[src/rtl/mp_add_pkg.sv]
// Shared types and helpers for the multi-precision add/subtract sequencer.
package mp_add_pkg;

  typedef enum logic [1:0] {IDLE, RUN, DRAIN, DONE} mp_state_t;

  // Zero-length requests still produce one word; oversize requests saturate.
  function automatic int unsigned clamp_len(input int unsigned l, input int unsigned nmax);
    if (l == 0)         return 1;
    else if (l > nmax)  return nmax;
    else                return l;
  endfunction

endpackage

[src/rtl/mp_word_add.sv]
// Combinational W-bit word adder with carry-in/carry-out.
module mp_word_add #(
  parameter int W = 32
) (
  input  logic [W-1:0] a,
  input  logic [W-1:0] b,
  input  logic         cin,
  output logic [W-1:0] s,
  output logic         cout
);

  assign {cout, s} = {1'b0, a} + {1'b0, b} + {{W{1'b0}}, cin};

endmodule

[src/rtl/multiword_add_seq.sv]
// Multi-precision add/subtract sequencer: streams LSW-first word pairs through
// one word adder, carry held in a register. Optional MP_ADD_ZERO_FLAG_EN adds
// a sticky all-words-zero output.
module multiword_add_seq
  import mp_add_pkg::*;
#(
  parameter int W     = 32,
  parameter int N_MAX = 8,
  parameter int LEN_W = $clog2(N_MAX + 1)
) (
  input  logic             clk,
  input  logic             rst_n,
  input  logic             start,
  input  logic [LEN_W-1:0] len,
  input  logic             sub,
  input  logic             in_valid,
  output logic             in_ready,
  input  logic [W-1:0]     x,
  input  logic [W-1:0]     y,
  output logic             out_valid,
  input  logic             out_ready,
  output logic [W-1:0]     s,
  output logic             out_last,
  output logic             cout,
  output logic             of,
  output logic             busy,
  output logic             done
`ifdef MP_ADD_ZERO_FLAG_EN
  ,
  output logic             zero
`endif
);

  mp_state_t        state, state_nx;
  logic [LEN_W-1:0] len_q, cnt;
  logic             sub_q, carry;
  logic [W-1:0]     yp, sum;
  logic             c, acc, last, ovf;

  assign yp   = y ^ {W{sub_q}};
  assign last = (cnt == len_q - LEN_W'(1));
  assign acc  = in_valid & in_ready;
  assign ovf  = ~(x[W-1] ^ yp[W-1]) & (x[W-1] ^ sum[W-1]);

  mp_word_add #(.W(W)) u_add (
    .a   (x),
    .b   (yp),
    .cin (carry),
    .s   (sum),
    .cout(c)
  );

  always_comb begin
    state_nx = state;
    in_ready = 1'b0;
    busy     = 1'b0;
    done     = 1'b0;
    case (state)
      IDLE:  if (start) state_nx = RUN;
      RUN: begin
        busy     = 1'b1;
        in_ready = !out_valid | out_ready;
        if (acc && last) state_nx = DRAIN;
      end
      DRAIN: begin
        busy = 1'b1;
        if (out_valid && out_ready && out_last) state_nx = DONE;
      end
      DONE: begin
        done     = 1'b1;
        state_nx = IDLE;
      end
      default: state_nx = IDLE;
    endcase
  end

  always_ff @(posedge clk or negedge rst_n) begin
    if (!rst_n) begin
      state     <= IDLE;
      len_q     <= '0;
      sub_q     <= 1'b0;
      carry     <= 1'b0;
      cnt       <= '0;
      s         <= '0;
      out_valid <= 1'b0;
      out_last  <= 1'b0;
      cout      <= 1'b0;
      of        <= 1'b0;
    end else begin
      state <= state_nx;
      if (state == IDLE && start) begin
        len_q <= LEN_W'(clamp_len(32'(len), 32'(N_MAX)));
        sub_q <= sub;
        carry <= sub;   // +1 of the two's-complement negate
        cnt   <= '0;
      end
      // A new accept overwrites the output register even when it handshakes.
      if (acc) begin
        s         <= sum;
        carry     <= c;
        cnt       <= cnt + LEN_W'(1);
        out_valid <= 1'b1;
        out_last  <= last;
        if (last) begin
          cout <= c;
          of   <= ovf;
        end
      end else if (out_valid && out_ready) begin
        out_valid <= 1'b0;
        out_last  <= 1'b0;
      end
    end
  end

`ifdef MP_ADD_ZERO_FLAG_EN
  always_ff @(posedge clk or negedge rst_n) begin
    if (!rst_n)                      zero <= 1'b0;
    else if (state == IDLE && start) zero <= 1'b1;
    else if (acc)                    zero <= zero & (sum == '0);
  end
`endif

endmodule

[config.mk]
export PLATFORM = sky130hd
export DESIGN_NAME = multiword_add_seq
export DESIGN_NICKNAME = d
export VERILOG_FILES = /design/src/rtl/mp_add_pkg.sv /design/src/rtl/mp_word_add.sv /design/src/rtl/multiword_add_seq.sv
export SDC_FILE = /design/constraint.sdc
export NUM_CORES = 1
export LEC_CHECK = 0
export ABC_CLOCK_PERIOD_IN_PS = 7550
export CAP_MARGIN = 20
export CORE_ASPECT_RATIO = 1.4
export CORE_MARGIN = 2
export CORE_UTILIZATION = 53
export CTS_CLUSTER_SIZE = 40
export DETAILED_ROUTE_END_ITERATION = 10
export GPL_ROUTABILITY_DRIVEN = 0
export PLACE_DENSITY = 0.85
export SYNTH_ARGS = -nofsm -noshare
export SYNTH_HDL_FRONTEND = slang
export SYNTH_SLANG_ARGS = --single-unit
export TNS_END_PERCENT = 100
[constraint.sdc]
create_clock -name clk -period 7.55 [get_ports clk]
set_input_delay 1.51 -clock clk [delete_from_list [all_inputs] [get_ports clk]]
set_output_delay 1.51 -clock clk [all_outputs]
set_load 0.005 [all_outputs]
==> impl_metrics.yaml <==
outcome:
  run_status: "completed"
logic_synthesis:
  postSynthRegisterBits: 48
  edff_count_synth: 0
  post_synthesis_compound_gate_area_fraction_pct: 23.8
  yosysUniqueCellTypes: 63
  yosys.area_share.simple_pct: 16.2
  synthesis.area_um2: 4160
  count_of_synthesis_stage_warnings_from_yosys: 0
  synth_area_per_cell_um2: 8.48
  mappedNetlistNets: 604
  yosys-top-cells-area: "sky130_fd_sc_hd__dfrtp_1 (29%), sky130_fd_sc_hd__ha_1 (11%), sky130_fd_sc_hd__xor2_1 (9.7%)"
  netlist_top_cells_count: "sky130_fd_sc_hd__nand2_1 (72), sky130_fd_sc_hd__o21ai_0 (49), sky130_fd_sc_hd__dfrtp_1 (48), sky130_fd_sc_hd__xor2_1 (46), sky130_fd_sc_hd__ha_1 (38)"
  combinational_family_with_the_most_area_after_synthesis: "compound AO/OA/AOI/OAI gates"
  synth_top_cell_by_area: "sky130_fd_sc_hd__dfrtp_1"
  synthArstFlopShare_pct: 100
  synth.area.mux_share_pct: 1.14
  post_synth_xor_area_fraction_pct: 14.1
  post_synth_fa_ha_maj_area_fraction_pct: 12.4
  post_synthesis_cell_count: 490
  yosys_most_used_dff: "sky130_fd_sc_hd__dfrtp_1"
  synth.top_cell.area_share_pct: 28.9
  yosysMostFrequentCell: "sky130_fd_sc_hd__nand2_1"
  synth_seq_area_share_pct: 28.9
floorplanning:
  dieArea_um2: 8580
  row_cnt: 38
  initial_utilization_pct: 54.0
  coreArea_um2: 7700
  die_y_um: 109
  pin_count: 113
  die_w_um: 78.8
final_layout:
  fill_cell_count: 635
  drive_gt1_share_pct: 5.59
  layout-area-overhead-vs-synth_pct: 30.3
  antenna-diode-count: 0
  stdcell_count: 690
  net_count_reported_at_finish: 703
critical_path:
  crit-reg2reg-capture: "s[28]"
  cp.required_ps: 6040
  cp_cell_sequence: "clkdlybuf4s50_1 -> nand2b_1 -> and2_2 -> clkdlybuf4s50_1"
  cp_max_fo: 3
  worstSetupPathType: "in -> out"
  critPathCapture: "in_ready"
  critPathLaunchType: "input port"
  worst-r2r-cell-count: 11
  worst_ep_arrival_time_ps: 2870
  timing.critical_path.slowest_stage_cell: "sky130_fd_sc_hd__clkdlybuf4s50_1"
  crit_top_cell: "sky130_fd_sc_hd__clkdlybuf4s50_1"
  crit_path_max_incr_delay_ps: 510
  critPathLaunch: "out_ready"
  critPathCaptureType: "primary output"
  regToRegSetupSlack_ps: 4000
  startpoint_of_the_worst_register_to_register_path: "sub_q"
cts:
  cts.repair_timing.setup_buffer_count: 0
  cts.htree.levels: 2
  cts_hold_buffers: 0
  cts_resized: 0
  numCtsBuffers: 5
  cts_tree: "built"
  cts_root_cell: "sky130_fd_sc_hd__clkbuf_8"
  insertion_delay_ps: 300
  clk_path_buf_depth: 2
  cts.sink_count: 48
  clk_transition_reported_paths_ps: 90
drt:
  route.antenna.remaining_nets: 0
  drt_first_pass_iters: 4
  remaining_routing_drc_violations: 0
  detail_route.wirelength_um: 10300
  via_count: 3930
  viasPerCell: 5.70
  drt-wirelength-per-cell_um: 14.9
  drt-initial-drc-count: 216
hold_path:
  holdCritStartpoint: "s[12]"
  worst_hold_path_type: "reg -> reg"
power:
  max-vdd-ir-drop_mv: 0.251
  leakage_uw: 0.00244
  power.density_nw_per_um2: 397
timing:
  layout_worst_path_cycle_share_pct: 57.9
  clock-skew-final_ps: 3.43
  achievable-frequency_mhz: 229
  setup_total_negative_slack_ps: 0
  worst_pin_slew_ps: 903
  timing.final.crit_period_ps: 4380
  grt_setup_unrepaired: "false"
  report.final.hold_viol_count: 0
  finalSetupViolations: 0
  slew_headroom_pct: 39.8
  slew_violations: 0
  finalHoldWorstSlack_ps: 479
place:
  detail_placement_hpwl_um: 8060
  post-place-cells: 682
  placement.io_buffers: 112
global_route:
  grt_pass1_wl_um: 17000
  grt_usage_pct: 24.5
  globalRouteOverflowTotal: 0
  largest_net_degree_at_the_start_of_global_routing: 73
  first_global_vias: 3820
  number_of_antenna_violations_at_the_first_check_in_global_routing: 0
job:
  drv.max_cap_violation_count: 0
area by class of cell:
type,count,area (um^2),share of cell area (%)
multi-input combinational,406,2810,51.9
sequential,48,1200,22.2
timing repair buffer,113,1120,20.7
tap,100,125,2.31
clock buffer,6,82.6,1.52
inverter,15,56.3,1.04
clock inverter,2,15.0,0.277
sequential cells by signal (all words and copies together), names as in the netlist:
name / flops
of: 1
sub_q: 1
out_valid: 1
len_q: 4
cout: 1
out_last: 1
cnt: 4
s: 32
state: 2
carry: 1
critical path, delay by kind of cell:
family | cells | cell delay, ps
simple gates | 2 | 350
buf+inv | 2 | 1010
through the flow:
stage,power (uW),util [%],cell area [um^2],setup WS (ps)
global placement,1930,69.1,5320,3160
detailed placement,1980,69.1,5320,3060
global route,2350,70.3,5420,3100
CTS,2150,70.3,5420,3180
floorplan,1500,-,4160,3750
finish,2150,70.3,5420,3170
cell families (layout without fill, tap and decap cells):
logic type	count (synthesis)	after routing
AOI/OAI and AO/OA	152	152
xor gates and xnor gates	67	67
adders and majority gates	40	40
buffers and inverters	36	136
DFF	48	48
muxes	4	4
and+or+nand+nor	143	143
worst min-delay path by stage:
stage | slack [ps] | cells past startpoint | endpoint
after floorplan | 460 | 2 | s[12]
after global placement | 450 | 2 | s[12]
after detailed placement | 460 | 2 | s[12]
after CTS | 480 | 2 | s[12]
after global routing | 510 | 2 | s[4]
final | 480 | 2 | s[12]
layer usage:
| layer | up-vias | share of wire, % | GRT usage (%) |
|---|---|---|---|
| met5 | - | 0 | 0 |
| met2 | 116 | 53 | 45.8 |
| met1 | 1870 | 41 | 29.3 |
| met3 | 20 | 3.6 | 1.90 |
| met4 | 0 | 2.4 | 8.37 |
| li1 | 1924 | - | - |
power by group:
part / total (uW) / switching [uW] / leakage, uW / internal (uW)
sequential: 486 / 113 / 0.000604 / 373
clock: 165 / 90.3 / 0.0000434 / 74.3
combinational: 1500 / 777 / 0.00179 / 725
total: 2150 / 981 / 0.00244 / 1170
placed cells by master (no fill, tap or decap), types with 15 or more instances in the layout:
master and n:
sky130_fd_sc_hd__a21oi_1 36, sky130_fd_sc_hd__nor2_1 19, sky130_fd_sc_hd__o21ai_0 49, sky130_fd_sc_hd__ha_1 38, sky130_fd_sc_hd__inv_1 15, sky130_fd_sc_hd__a21o_1 20, sky130_fd_sc_hd__nand2_1 72, sky130_fd_sc_hd__xor2_1 46
sky130_fd_sc_hd__xnor2_1 21, sky130_fd_sc_hd__clkdlybuf4s50_1 111, sky130_fd_sc_hd__dfrtp_1 47
(Power assumes the default switching activity.)
==> RTL edit 1 (config.mk and constraints unchanged) <==
The parameter `N_MAX` goes from 8 to 32.
--- a/src/rtl/multiword_add_seq.sv
+++ b/src/rtl/multiword_add_seq.sv
@@ -5,7 +5,7 @@
   import mp_add_pkg::*;
 #(
   parameter int W     = 32,
-  parameter int N_MAX = 8,
+  parameter int N_MAX = 32,
   parameter int LEN_W = $clog2(N_MAX + 1)
 ) (
   input  logic             clk,
Interface: changed (resized len); port bits go from 113 to 115. The function was not compared with the original's and may differ.
==> RTL edit 1 against the original RTL <==
- routed wire length grew 11%
- via count is 4.0% higher
- largest cell class unchanged
- utilization up 0.54 points
- area after synthesis grew 4.1%
- highest routed layer unchanged
- sequential cell count grew 4
- worst setup slack lost 150 ps
- final area increased by 5.3%
- power increased by 4.3%
- largest power group unchanged
==> RTL edit 1: results (changes against the original RTL) <==
Parameter                              Value

Outcome
  Status    finished, final reports clean

Clock tree
  Worst-Skew Late Latency    290 ps
  Htree depth    2 (unchanged)
  Resized Gates After CTS    0 (unchanged)
  Longest Clk Path Bufs    2 (unchanged)
  Number of buffers created by CTS    5 (unchanged)
  Setup Fix Bufs, Post-CTS    0 (unchanged)
  CTS Root Cell    clkbuf_16
  Clock Pin Slew Worst Setup and Hold Paths    70 ps (-20 ps)

Setup path
  Delay contributed by the slowest stage of the critical path    490 ps (-20 ps)
  Flop2flop setup slack    3650 ps (-350 ps)
  Signal arrival time at the worst endpoint    4750 ps (+1880 ps)
  Maximum fanout count along the critical path    4 (+1)
  Critical-path cell with the highest stage delay    or4_1
  Largest delay share family, worst path    simple AND/OR/NAND/NOR gates

Finish
  Largest registers    s (32), cnt (6), len_q (6)
  Ratio of cells with drive above 1 in the final layout    3.909% (-1.7 points)
  NumNets Final    729 (+3.7%)
  ANT cells    0 (unchanged)

Global route
  Number of antenna violations at the first check in global routing    0 (unchanged)
  Pin count of the biggest net entering global routing    76 (+4.1%)
  Combined global-route utilization of all metal layers    26.39% (+1.9 points)
  Number of global-route vias before repair    4321 (+13%)
  Global-route wire length before repair    19080 µm (+12%)

Worst hold path
  Path class of the lowest-slack min-delay path    register to register

Placement
  DPL Wire Length    8956 µm (+11%)
  Pre-CTS setup slack    2723 ps (-341.8 ps)
  Number of input and output port buffers inserted    114 (+1.8%)

Logic synthesis
  Syn Nets    625 (+3.5%)
  Warnings from Yosys    0 (unchanged)
  Unique masters post-synth    62 (-1.6%)
  Cell types with the highest counts after synthesis    nand2_1, dfrtp_1, xor2_1
  Sequential-to-total area share from yosys stat    30.08% (+1.2 points)
  Prevailing post-synth register cell    dfrtp_1
  FFs w/ async S/R, synth    100.0% (unchanged)
  Largest cells by area after synthesis    dfrtp_1, ha_1, xor2_1

Detailed routing
  Routed length per placed instance    15.91 µm (+6.9%)
  DR vias    4088 (+4.0%)
  Count of routing violations after the opening detailed-route iteration    187 (-13%)
  TritonRoute pass-1 iters    4 (unchanged)

STA
  Maximum frequency from static timing analysis    0.2212 GHz (-3.2%)
  Actual slew at the worst max-slew pin    926.5 ps (+23.58 ps)
  Post-route clock skew    6.646 ps (+3.215 ps)
  WHS    480.4 ps (+1.000 ps)

Power
  Peak supply drop    0.2594 mV (+3.4%)
  Leakage    2.572 nW (+5.6%)
==> RTL edit 1: layer usage <==
layer	vias up	routed length (µm)	track usage (%)
met5	-	0	0
met4	0	277	10.85
met3	20	384	1.954
met2	135	6410	50.28
met1	1909	4319	29.03
li1	2024	-	-
==> RTL edit 1: kinds of logic after synthesis <==
kind of cell	count (synthesis)	share of synthesized area [%]
fa+ha+maj	40	11.91
simple gates	153	17.00
flops	52	30.08
mux	3	0.7519
xor+xnor	65	13.16
compound gates	162	24.09
buf+inv	34	3.007
==> RTL edit 1: metrics by stage <==
step           instance area (µm²)  instances
2_1_floorplan                 4327        509
4_1_cts                       5707        716
5_1_grt                       5707        716
3_5_place_dp                  5535        708
3_3_place_gp                  5535        708
6_report                      5707        716
==> RTL edit 1: worst paths after layout <==
kind                       startpoint     to  cells past startpoint
max                              y[0]  s[26]                     12
min                             s[12]  s[12]                      2
max reg2reg                     sub_q  s[26]                     11
min reg2reg                     s[12]  s[12]                      2
max in group asynchronous       rst_n  sub_q                      2
min in group asynchronous       rst_n   s[4]                      2
==> RTL edit 1: area by class of cell <==
cell class / instances / area [µm²]
multi-input combinational: 423 / 2898
fill: 638 / 2345
tap: 102 / 127.6
inverter: 15 / 56.30
clock inverter: 3 / 46.29
clock buffer: 5 / 125.1
sequential: 52 / 1303
timing repair buffer: 116 / 1151
==> RTL edit 1: worst register-to-register path: cells and delay by family, from the launching register on <==
family | cells | cell delay (ps)
AOI/OAI and AO/OA | 3 | 640
xor gates and xnor gates | 1 | 210
adders and majority gates | 2 | 890
DFF | 1 | 980
and+or+nand+nor | 5 | 1130
==> RTL edit 1: power breakdown <==
part / internal, mW / switching (mW)
combinational: 0.701 / 0.764
clock: 0.158 / 0.106
sequential: 0.395 / 0.121
==> RTL edit 2 (config.mk and constraints unchanged) <==
Without the edit above. Encoding of `mp_state_t`: now one-hot (4 bits for 4 states).
--- a/src/rtl/mp_add_pkg.sv
+++ b/src/rtl/mp_add_pkg.sv
@@ -1,7 +1,7 @@
 // Shared types and helpers for the multi-precision add/subtract sequencer.
 package mp_add_pkg;
 
-  typedef enum logic [1:0] {IDLE, RUN, DRAIN, DONE} mp_state_t;
+  typedef enum logic [3:0] {IDLE = 4'b0001, RUN = 4'b0010, DRAIN = 4'b0100, DONE = 4'b1000} mp_state_t;
 
   // Zero-length requests still produce one word; oversize requests saturate.
   function automatic int unsigned clamp_len(input int unsigned l, input int unsigned nmax);
Check against the original RTL: no difference found for any inputs over 10 cycles, from zero or initial values and one cycle with rst_n low; not proved beyond that.
==> RTL edit 2 against the original RTL <==
- first-iteration DRC count down 38%
- power down 4.1%
- final area down 0.55%
- synthesized cell count down 0.61%
- die area down 1.3%
- non-clock buffer count up 1
- highest routed layer unchanged
- sequential cell count up 2
- area after synthesis down 1.4%
- largest power group unchanged
- worst setup slack better by 17 ps
- routed wire length up 2.7%
==> RTL edit 2: results (changes against the original RTL) <==
Parameter                              Value

Run
  Max-cap viol count    0 (unchanged)

Detailed routing
  Drt total wl    10550 µm (+2.7%)
  DR vias    3945 (+0.38%)
  TritonRoute pass-1 iters    4 (unchanged)
  Count of routing violations after the opening detailed-route iteration    134 (-38%)
  Detailed-route DRC error count    0 (unchanged)

Logic synthesis
  Cell types with the highest counts after synthesis    nand2_1, dfrtp_1, o21ai_0, xor2_1, ha_1
  Unique masters post-synth    59 (-6.3%)
  Post-synthesis xor/xnor area fraction    14.11% (about the same)
  Largest cells by area after synthesis    dfrtp_1, xor2_1, ha_1
  Syn Nets    596 (-1.3%)
  Share of synthesized area spent on multiplexers    0.5191% (-0.62 points)
  Area share of fa/ha/maj cells after synthesis    11.05% (-1.3 points)
  Compound-cell area share of the yosys netlist    22.81% (-1.0 points)
  Sequential-to-total area share from yosys stat    30.56% (+1.7 points)

Global route
  Global-route wire length before repair    18160 µm (+6.7%)
  Combined global-route utilization of all metal layers    26.52% (+2.1 points)
  Pin count of the biggest net entering global routing    76 (+4.1%)
  Number of global-route vias before repair    4074 (+6.6%)

Outcome
  Status    finished, final reports clean

Finish
  Largest register by flop count    s
  Ratio of cells with drive above 1 in the final layout    4.915% (-0.68 points)
  NumNets Final    698 (-0.71%)
  Filler Cell Count    595 (-6.3%)

Worst hold path
  Path class of the lowest-slack min-delay path    register to register
  Cell depth of the worst min-delay path    2 (unchanged)

STA
  Post-route clock skew    8.510 ps (+5.079 ps)
  Actual slew at the worst max-slew pin    937.6 ps (+34.67 ps)
  Fin crit period    4358 ps (-16.79 ps)
  Final-report max-slew violation count    0 (unchanged)

Power
  Leakage    2.450 nW (+0.59%)
  Peak supply drop    0.2341 mV (-6.7%)

Placement
  Pre-CTS setup slack    2989 ps (-75.92 ps)
  DPL Wire Length    8172 µm (+1.4%)
  Placed cell area    0.005278 mm² (-0.80%)

Clock tree
  Htree depth    2 (unchanged)
  Worst-Skew Late Latency    320 ps (+20 ps)

Setup path
  Flop2flop setup slack    3840 ps (-160 ps)
  Maximum fanout count along the critical path    3 (unchanged)
==> RTL edit 2: metrics by stage <==
stage          std cells  util, %  hold WS [ps]
2_1_floorplan        487        -         472.6
3_3_place_gp         679    71.25         461.5
3_5_place_dp         679    71.25         465.0
4_1_cts              687    72.74         485.0
5_1_grt              687    72.74         498.7
6_report             687    72.74         478.8
==> RTL edit 2: cell families after synthesis <==
kind of cell,count (synthesis)
AO/OA/AOI/OAI,149
AND/OR/NAND/NOR,145
XOR/XNOR,66
flip-flops,50
buffers and inverters,40
adder cells (fa/ha/maj),35
multiplexers,2
==> RTL edit 2: path summary, 6_finish.rpt <==
kind,to,startpoint
max,in_ready,out_ready
min,of,of
max reg2reg,carry,sub_q
min reg2reg,of,of
max in group asynchronous,sub_q,rst_n
min in group asynchronous,s[23],rst_n
==> RTL edit 2: area by class of cell <==
| type | instances | share of cell area (%) |
|---|---|---|
| clock buffer | 6 | 1.347 |
| clock inverter | 2 | 0.6967 |
| inverter | 21 | 1.463 |
| multi-input combinational | 397 | 49.98 |
| sequential | 50 | 23.27 |
| tap | 97 | 2.253 |
| timing repair buffer | 114 | 20.99 |
==> RTL edit 2: critical path, cell delays in order <==
cell and delay (ps):
clkdlybuf4s50_1 490, inv_1 60, a21oi_1 240, clkdlybuf4s50_1 550
==> RTL edit 2: power by group <==
group | switching (mW) | internal, mW | total [mW]
Sequential | 0.115 | 0.377 | 0.492
Combinational | 0.721 | 0.657 | 1.38
Clock | 0.0962 | 0.0990 | 0.195
Total | 0.932 | 1.13 | 2.07
==> RTL edit 2: routing by layer <==
| metal | GRT usage (%) | wire length [µm] |
|---|---|---|
| met4 | 12.66 | 381 |
| met2 | 49.08 | 5674 |
| met1 | 30.18 | 4051 |
| met5 | 0 | 0 |
| met3 | 3.005 | 444 |
